### src/rtl/flood_pkg.sv
// Shared constants and state encoding for the Flood-It game sequencer.
// Holds the board-size, colour-count and try-count limits plus the FSM state type.
package flood_pkg;

    localparam int SIZE_W  = 5;
    localparam int COLOR_W = 4;
    localparam int TRY_W   = 8;

    localparam int FLOOD_SIZE_MIN      = 2;
    localparam int FLOOD_SIZE_MAX      = 14;
    localparam int FLOOD_SIZE_DEFAULT  = 6;
    localparam int FLOOD_COLOR_MIN     = 3;
    localparam int FLOOD_COLOR_MAX     = 6;
    localparam int FLOOD_COLOR_DEFAULT = 4;
    localparam int FLOOD_TRY_CAP       = 99;

    localparam logic [2:0] ST_SET_SIZE  = 3'd0;
    localparam logic [2:0] ST_SET_COLOR = 3'd1;
    localparam logic [2:0] ST_PLAY      = 3'd2;
    localparam logic [2:0] ST_WON       = 3'd3;
    localparam logic [2:0] ST_LOST      = 3'd4;

    typedef enum logic [2:0] {
        SET_SIZE  = ST_SET_SIZE,
        SET_COLOR = ST_SET_COLOR,
        PLAY      = ST_PLAY,
        WON       = ST_WON,
        LOST      = ST_LOST
    } state_t;

endpackage

### src/rtl/flood_try_budget.sv
// Move budget for a new game: SIZE + (SIZE*COLOR_NUM)/2, clipped to the try cap.
// Purely combinational; the sequencer samples it on the start edge.
module flood_try_budget
    import flood_pkg::*;
#(
    parameter int TRY_CAP = FLOOD_TRY_CAP
) (
    input  logic [SIZE_W-1:0]  SIZE,
    input  logic [COLOR_W-1:0] COLOR_NUM,
    output logic [TRY_W-1:0]   TOTAL_TRIES
);

    logic [8:0] product;
    logic [8:0] sum;

    // Widest input pair (31 x 15) still fits 9 bits, and so does the sum.
    assign product     = {4'b0, SIZE} * {5'b0, COLOR_NUM};
    assign sum         = {4'b0, SIZE} + {1'b0, product[8:1]};
    assign TOTAL_TRIES = (sum > 9'(TRY_CAP)) ? TRY_W'(TRY_CAP) : sum[TRY_W-1:0];

endmodule

### src/rtl/flood_game_ctrl.sv
// Flood-It game sequencer: setup of board size / colour count, move counting
// against a budget, and win/lose reporting for the seven-segment display.
module flood_game_ctrl
    import flood_pkg::*;
#(
    parameter int SIZE_MIN      = FLOOD_SIZE_MIN,
    parameter int SIZE_MAX      = FLOOD_SIZE_MAX,
    parameter int SIZE_DEFAULT  = FLOOD_SIZE_DEFAULT,
    parameter int COLOR_MIN     = FLOOD_COLOR_MIN,
    parameter int COLOR_MAX     = FLOOD_COLOR_MAX,
    parameter int COLOR_DEFAULT = FLOOD_COLOR_DEFAULT,
    parameter int TRY_CAP       = FLOOD_TRY_CAP
) (
    input  logic               CLOCK,
    input  logic               RESET_N,
    input  logic               BTN_UP,
    input  logic               BTN_DOWN,
    input  logic               BTN_SEL,
    input  logic               BTN_START,
    input  logic               MOVE_VALID,
    input  logic               BOARD_DONE,
    output logic [SIZE_W-1:0]  SIZE,
    output logic [COLOR_W-1:0] COLOR_NUM,
    output logic               sORc,
    output logic               MODE,
    output logic [TRY_W-1:0]   TRIES,
    output logic [TRY_W-1:0]   TOTAL_TRIES,
    output logic               GAME_START,
    output logic               WIN,
    output logic               LOSE
);

    state_t             state_q, state_d;
    logic [SIZE_W-1:0]  size_d;
    logic [COLOR_W-1:0] color_d;
    logic               sorc_d, mode_d, game_start_d, win_d, lose_d;
    logic [TRY_W-1:0]   tries_d, total_d, tries_inc, budget;
    // Counts down the cycles after a start in which BOARD_DONE is still stale.
    logic [1:0]         hold_q, hold_d;
    logic               adjust;

    flood_try_budget #(.TRY_CAP(TRY_CAP)) u_budget (
        .SIZE        (SIZE),
        .COLOR_NUM   (COLOR_NUM),
        .TOTAL_TRIES (budget)
    );

    assign tries_inc = (TRIES < TRY_W'(TRY_CAP)) ? TRIES + 1'b1 : TRIES;
    assign adjust    = BTN_UP ^ BTN_DOWN;

    always_comb begin
        // NOTE: every signal gets a default first so no path infers a latch.
        state_d      = state_q;
        size_d       = SIZE;
        color_d      = COLOR_NUM;
        sorc_d       = sORc;
        mode_d       = MODE;
        tries_d      = TRIES;
        total_d      = TOTAL_TRIES;
        game_start_d = 1'b0;
        win_d        = WIN;
        lose_d       = LOSE;
        hold_d       = hold_q;

        case (state_q)
            SET_SIZE, SET_COLOR: begin
                if (BTN_START) begin
                    state_d      = PLAY;
                    mode_d       = 1'b1;
                    tries_d      = '0;
                    total_d      = budget;
                    game_start_d = 1'b1;
                    hold_d       = 2'd2;
                end else if (BTN_SEL) begin
                    state_d = (state_q == SET_SIZE) ? SET_COLOR : SET_SIZE;
                    sorc_d  = (state_q == SET_COLOR);
                end else if (adjust && state_q == SET_SIZE) begin
                    if (BTN_UP && SIZE < SIZE_W'(SIZE_MAX))
                        size_d = SIZE + 1'b1;
                    else if (BTN_DOWN && SIZE > SIZE_W'(SIZE_MIN))
                        size_d = SIZE - 1'b1;
                end else if (adjust) begin
                    if (BTN_UP && COLOR_NUM < COLOR_W'(COLOR_MAX))
                        color_d = COLOR_NUM + 1'b1;
                    else if (BTN_DOWN && COLOR_NUM > COLOR_W'(COLOR_MIN))
                        color_d = COLOR_NUM - 1'b1;
                end
            end

            PLAY: begin
                if (BTN_START) begin
                    state_d = SET_SIZE;
                    mode_d  = 1'b0;
                    sorc_d  = 1'b1;
                end else begin
                    if (MOVE_VALID)
                        tries_d = tries_inc;
                    if (hold_q != 2'd0)
                        hold_d = hold_q - 1'b1;
                    // A done board outranks a spent budget on the same edge.
                    if (BOARD_DONE && hold_q == 2'd0) begin
                        state_d = WON;
                        win_d   = 1'b1;
                    end else if (MOVE_VALID && tries_inc == TOTAL_TRIES) begin
                        state_d = LOST;
                        lose_d  = 1'b1;
                    end
                end
            end

            WON, LOST: begin
                if (BTN_START) begin
                    state_d = SET_SIZE;
                    mode_d  = 1'b0;
                    sorc_d  = 1'b1;
                    win_d   = 1'b0;
                    lose_d  = 1'b0;
                end
            end

            default: state_d = SET_SIZE;
        endcase
    end

    always_ff @(posedge CLOCK or negedge RESET_N) begin
        if (!RESET_N) begin
            state_q     <= SET_SIZE;
            SIZE        <= SIZE_W'(SIZE_DEFAULT);
            COLOR_NUM   <= COLOR_W'(COLOR_DEFAULT);
            sORc        <= 1'b1;
            MODE        <= 1'b0;
            TRIES       <= '0;
            TOTAL_TRIES <= '0;
            GAME_START  <= 1'b0;
            WIN         <= 1'b0;
            LOSE        <= 1'b0;
            hold_q      <= '0;
        end else begin
            // NOTE: non-blocking so every register samples pre-edge values.
            state_q     <= state_d;
            SIZE        <= size_d;
            COLOR_NUM   <= color_d;
            sORc        <= sorc_d;
            MODE        <= mode_d;
            TRIES       <= tries_d;
            TOTAL_TRIES <= total_d;
            GAME_START  <= game_start_d;
            WIN         <= win_d;
            LOSE        <= lose_d;
            hold_q      <= hold_d;
        end
    end

endmodule

### config.mk
export PLATFORM = sky130hd
export DESIGN_NAME = flood_game_ctrl
export DESIGN_NICKNAME = d
export VERILOG_FILES = /design/src/rtl/flood_pkg.sv /design/src/rtl/flood_try_budget.sv /design/src/rtl/flood_game_ctrl.sv
export SDC_FILE = /design/constraint.sdc
export NUM_CORES = 1
export LEC_CHECK = 0
export ABC_AREA = 1
export CAP_MARGIN = 10
export CORE_ASPECT_RATIO = 0.8
export CORE_UTILIZATION = 45
export DETAILED_ROUTE_END_ITERATION = 12
export HOLD_SLACK_MARGIN = 0.08
export PLACE_DENSITY = 0.66
export REMOVE_ABC_BUFFERS = 1
export SLEW_MARGIN = 15
export SYNTH_ARGS = -nofsm -noshare
export SYNTH_HDL_FRONTEND = slang
export SYNTH_SLANG_ARGS = --single-unit
### constraint.sdc
create_clock -name CLOCK -period 9.34 [get_ports CLOCK]
set_input_delay 1.868 -clock CLOCK [delete_from_list [all_inputs] [get_ports CLOCK]]
set_output_delay 1.868 -clock CLOCK [all_outputs]
set_load 0.1 [all_outputs]
# After elaboration in Yosys (flattened, before gate mapping)
# Index checks and enable logic that the tools add are counted.
totals:
  register_bits: 35
  elab_cells: 112
op_classes:
  n_mul: 1
  n_eq_ne: 18
  order_cmp: 6
  n_reduce_logical: 28
  addsub: 7
  bitwise: 4
  n_mux: 37
op_table:
  columns: ["cell", "n"]
  rows:
  - ["8-bit 2-to-1 mux", 5]
  - ["2-bit != test (second input constant)", 10]
  - ["3-bit 2-to-1 mux", 6]
  - ["8-bit one-hot mux with 2 select lines", 1]
  - ["4-bit AND reduction", 4]
  - ["1-bit 2-to-1 mux", 12]
  - ["2-bit nonzero test", 6]
  - ["5-bit 2-to-1 mux", 2]
  - ["5-bit AND reduction", 2]
  - ["5-bit by 8-bit adder with 9-bit output", 1]
  - ["9-bit by 7-bit > comparator with 1-bit output (second input constant)", 1]
  - ["5-bit by 4-bit multiplier with 9-bit output", 1]
  - ["3-bit one-hot mux with 3 select lines", 1]
  - ["8-bit by 1-bit adder with 8-bit output (second input constant)", 1]
  - ["8-bit == test", 1]
  - ["8-bit by 7-bit < comparator with 1-bit output (second input constant)", 1]
  - ["4-bit 2-to-1 mux", 2]
  - ["1-bit one-hot mux with 2 select lines", 4]
  - ["1-bit logical AND", 7]
  - ["3-bit by 2-bit == test with 1-bit output (second input constant)", 2]
  - ["2-bit 2-to-1 mux", 3]
  - ["3-bit AND reduction", 2]
  - ["6-bit AND reduction", 1]
  - ["5-bit by 1-bit adder with 5-bit output (second input constant)", 1]
  - ["other kinds (21)", 24]

# Longest topological paths before layout
logic_depth:
  depth_word: 8
  depth_mapped: 22

# By module
# Synthesis repeated with hierarchy kept, for this count alone.
hier_totals:
  hier_cells: 449
  area_unflattened_um2: 3240.6
modules_own_cells:
  columns: ["mod", "area_per_inst_um2", "n_inst", "cells_each"]
  rows:
  - ["flood_game_ctrl", 2149.6, 1, 279]
  - ["flood_try_budget", 1091.0, 1, 170]

# Worst setup path after synthesis
# No wires, ideal clock.
synth_timing:
  kind: "register to register"
  start: "register COLOR_NUM[3]"
  end: "register TOTAL_TRIES[0]"
  path_stages_with_launch: 19
  required_ns: 9.217
  setup_slack_ns: 4.956
  setup_time_ns: 0.123
  arrival_time_ns: 4.260
  path_cell_list: "dfrtp_1 > clkbuf_1 > nand2_1 > fa_1 > inv_1 > fa_1 > fa_1 > xor2_1 > ha_1 > nand2_1 > o21ai_0 > a21o_1 > nand2_1 > inv_1 > nand2_1 > nand2_1 > nand3_1 > nand2_2 > a21oi_1"
synth_via:
  elab_chain_cells: 4
synth_rtl:
  columns: ["item", "line_no", "source"]
  rows:
  - ["from (decl)", "flood_game_ctrl.sv:23", "output logic [COLOR_W-1:0] COLOR_NUM,"]
  - ["from (signal assigned)", "flood_game_ctrl.sv:129", "COLOR_NUM <= COLOR_W'(COLOR_DEFAULT);"]
  - ["from (signal assigned)", "flood_game_ctrl.sv:142", "COLOR_NUM <= color_d;"]
  - ["5-bit by 4-bit multiplier with 9-bit output", "flood_try_budget.sv:17", "assign product = {4'b0, SIZE} * {5'b0, COLOR_NUM};"]
  - ["5-bit by 8-bit adder with 9-bit output", "flood_try_budget.sv:18", "assign sum = {4'b0, SIZE} + {1'b0, product[8:1]};"]
  - ["9-bit by 7-bit > comparator with 1-bit output", "flood_try_budget.sv:19", "assign TOTAL_TRIES = (sum > 9'(TRY_CAP)) ? TRY_W'(TRY_CAP) : sum[TRY_W-1:0];"]
  - ["8-bit 2-to-1 mux", "flood_try_budget.sv:19", null]
  - ["to (signal assigned)", "flood_game_ctrl.sv:146", "TOTAL_TRIES <= total_d;"]
  - ["to (decl)", "flood_game_ctrl.sv:27", "output logic [TRY_W-1:0] TOTAL_TRIES,"]
# No other way between the ends.
# A chain may end at the register's enable or synchronous reset.

# Worst setup path after layout
layout_timing:
  start: "register COLOR_NUM[2]"
  end: "register TOTAL_TRIES[1]"
layout_via:
  elab_chain_cells: 4
layout_rtl:
  columns: ["item", "line_no"]
  rows:
  - ["5-bit by 4-bit multiplier with 9-bit output (*)", "flood_try_budget.sv:17"]
  - ["5-bit by 8-bit adder with 9-bit output (*)", "flood_try_budget.sv:18"]
  - ["9-bit by 7-bit > comparator with 1-bit output", "flood_try_budget.sv:19"]
  - ["8-bit 2-to-1 mux (*)", "flood_try_budget.sv:19"]
# Mark *: on every way between the ends. The rest lies on a longest branch, timed or not.

==> impl_metrics.csv <==
group,metric,value,unit
critical_path,critPathKind,"flip-flop to flip-flop",
timing,drv_slew,0,
critical_path,slowest_stage,"sky130_fd_sc_hd__dfstp_2",
floorplan,coreArea,6440,sq um
job,maxCapViolations,0,
floorplan,die_w,93.6,um
critical_path,worstSetupEndpointType,"flip-flop",
global_routing,first_global_vias,2305,
floorplan,io_pins,38,
critical_path,critical-path-top-delay-family,"adder cells",
timing,setup_repair_after_global_routing_missed_its_margin,"false",
cells_and_area,layout.nets,493,
synthesis,synth_cells,411,
global_routing,antenna_found_initial,0,
floorplan,die_height,75.2,um
clocking,clk_pin_slew_worst_paths,0.07,ns
route,routed_via_density,4.92,
global_routing,grt.total_usage,19.5,%
placement,gp_congestion,0.817,
critical_path,timing.critical_path.fanout_max,10,
timing,transition_time_at_the_pin_with_the_least_slew_margin,1.04,ns
synthesis,synth_largest_type_area_fraction,25.7,%
synthesis,post_synth_instance_area,3020,sq um
route,remaining_drc_errors,0,
cells_and_area,layout-area-overhead-vs-synth,18.5,%
critical_path,critical_path_arrival,4.17,ns
timing,period_share,42.8,%
clocking,ctsHtreeMaxLevel,2,
floorplan,floorplan.rows,26,
timing,report.final.setup_viol,0,
synthesis,synth_warnings,0,
global_routing,maximum_number_of_pins_on_one_net_before_global_route_repair,36,
route,ant_nets_after_route,0,
clocking,cts_setup_buffers,0,
synthesis,syn_area_per_cell,7.34,sq um
synthesis,synth-edff-count,0,
global_routing,grt-ovfl-total,0,
critical_path,max_stage_delay,0.64,ns
route,drt_iter0_drc,79,
global_routing,grt_pass1_wl,10.7,mm
critical_path,crit_path_cell_trace,"nand2_1 > fa_1 > inv_1 > fa_1 > fa_1 > ha_1 > a21oi_1 > nand2_1 > nand2_1 > nand2_1 > a21oi_1 > nor2_2 > inv_1 > nor2_1 > nand2_1 > nand3_1 > nand2_2 > a21oi_1",
clocking,cts_resized,0,
clocking,clock_latency,0.29,ns
cells_and_area,antenna_cells_inserted,0,
critical_path,cp-start-kind,"flip-flop",
timing,clock_skew,0.00522,ns
hold_path,min_delay_path_class,"flip-flop to flip-flop",
clocking,clock-root-buffer,"sky130_fd_sc_hd__clkbuf_8",
timing,fin_crit,4.00,ns
clocking,cts_tree,"done",
timing,relSlewSlack,30.0,%
critical_path,cp_data_required_time,9.51,ns
clocking,cts_buffers,5,
critical_path,cp.buffers_inverters,2,
clocking,cts.sink_count,35,
clocking,cts_max_path_buffers,2,
clocking,post_cts_hold_buffer_count,0,
critical_path,setup_slack_reg_to_reg,5.34,ns
cells_and_area,drive_above_1_share,9.96,%
placement,buffer_ports.inserted,37,
synthesis,ys_ff_latch,35,
critical_path,critPathMostFrequentCell,"sky130_fd_sc_hd__nand2_1",
timing,final.hold.worst_slack,0.483,ns
timing,finalHoldViolCount,0,
floorplan,fp.dieArea,7040,sq um
route,wire_per_inst,12.0,um
cells_and_area,finalCoreUtilization,55.5,%
synthesis,post_synth_main_area_contributors,"sky130_fd_sc_hd__dfrtp_1, sky130_fd_sc_hd__nand2_1, sky130_fd_sc_hd__ha_1",
status,outcome,"completed",
synthesis,yosysSeqAreaShare,29.2,%
synthesis,synthFlopType,"sky130_fd_sc_hd__dfrtp_1",
route,dr_vias,2638,
synthesis,asyncSetResetFlopFracSynth,100,%
route,drt_pre_antenna_iters,4,
placement,detailed_place_hpwl,4.99,mm
synthesis,synth_top_cell_by_area,"sky130_fd_sc_hd__dfrtp_1",
cells_and_area,count_of_fill_cells_added_during_filler_insertion,611,
route,wl,6.41,mm
timing,fmaxAchievable,250,MHz
timing,timing.setup.tns,0,ns
synthesis,count_of_distinct_cell_types_in_the_synthesized_netlist,33,
floorplan,start_util,46.9,%
## final cells by class
cell class / count / area (sq um) / area share (%)
clock inverter: 2 / 35.0 / 0.980
clock buffer: 6 / 82.6 / 2.31
sequential: 35 / 881 / 24.6
inverter: 72 / 270 / 7.56
tap: 84 / 105 / 2.94
multi-input combinational: 300 / 1840 / 51.4
timing repair buffer: 37 / 365 / 10.2
## sequential cells by signal (all words and copies together) (netlist names)
name / cells
state_q: 3
GAME_START: 1
TOTAL_TRIES: 8
SIZE: 5
hold_q: 2
COLOR_NUM: 4
sORc: 1
LOSE: 1
MODE: 1
WIN: 1
TRIES: 8
## cell usage in the layout (no fill, tap or decap), drive strengths merged, types with 8 or more instances in the layout
cell type	n
dfrtp	31
a21oi	16
clkdlybuf4s50	36
o22ai	8
xor2	10
nor2	31
nand3	35
o21ai	13
ha	25
fa	9
nand2	126
inv	70
## cells in the mapped netlist, drive strengths merged, types with 4 or more instances
cell type,count
dfrtp,31
nor2,31
nand3,35
nand2,126
fa,9
a21oi,16
o22ai,8
xor2,10
dfstp,4
ha,25
inv,70
o21ai,13
nand4,6
xnor2,6
## routing by layer
metal | global-route usage, % | share of wire [%] | up-vias
met4 | 3.59 | 0 | 0
met3 | 3.74 | 3.2 | 0
li1 | - | - | 1389
met2 | 32.0 | 46 | 40
met1 | 27.4 | 51 | 1209
met5 | 0 | 0 | -
## path summary, 6_finish.rpt
kind,end,cells past startpoint,from
worst min register to register,LOSE$_DFFE_PN0P_,2,LOSE$_DFFE_PN0P_
min in group asynchronous,TOTAL_TRIES[2]$_DFFE_PN0P_,1,RESET_N
worst max register to register,TOTAL_TRIES[1]$_DFFE_PN0P_,18,COLOR_NUM[2]$_DFFE_PN1P_
worst max-delay path,TOTAL_TRIES[1]$_DFFE_PN0P_,18,COLOR_NUM[2]$_DFFE_PN1P_
worst min-delay path,LOSE$_DFFE_PN0P_,2,LOSE$_DFFE_PN0P_
max in group asynchronous,COLOR_NUM[1]$_DFFE_PN0P_,1,RESET_N
## worst reg2reg max path, delay by kind of cell, from the launching register on
kind,cells,cell delay (ns)
fa+ha+maj,4,1.87
simple gates,9,0.78
flops,1,0.64
compound gates,3,0.44
buf+inv,2,0.15
## kinds of logic (layout without fill, tap and decap cells)
family / after synthesis / after routing / synth area share, %
flip-flops: 35 / 35 / 29.2
XOR/XNOR: 16 / 16 / 4.64
adder cells (fa/ha/maj): 34 / 34 / 16.3
AND/OR/NAND/NOR: 205 / 205 / 31.1
buffers and inverters: 76 / 117 / 9.95
AO/OA/AOI/OAI: 45 / 45 / 8.79
## metrics by stage
stage / instances / setup slack [ns] / instance area (sq um)
3_3_place_gp: 528 / 5.42 / 3460
2_1_floorplan: 407 / 5.01 / 2990
4_1_cts: 536 / 5.31 / 3580
6_report: 536 / 5.34 / 3580
3_5_place_dp: 528 / 5.32 / 3460
5_1_grt: 536 / 5.02 / 3580
Power is not shown: default switching activity piles up to over one toggle a cycle in this logic, so the estimate is an artifact.
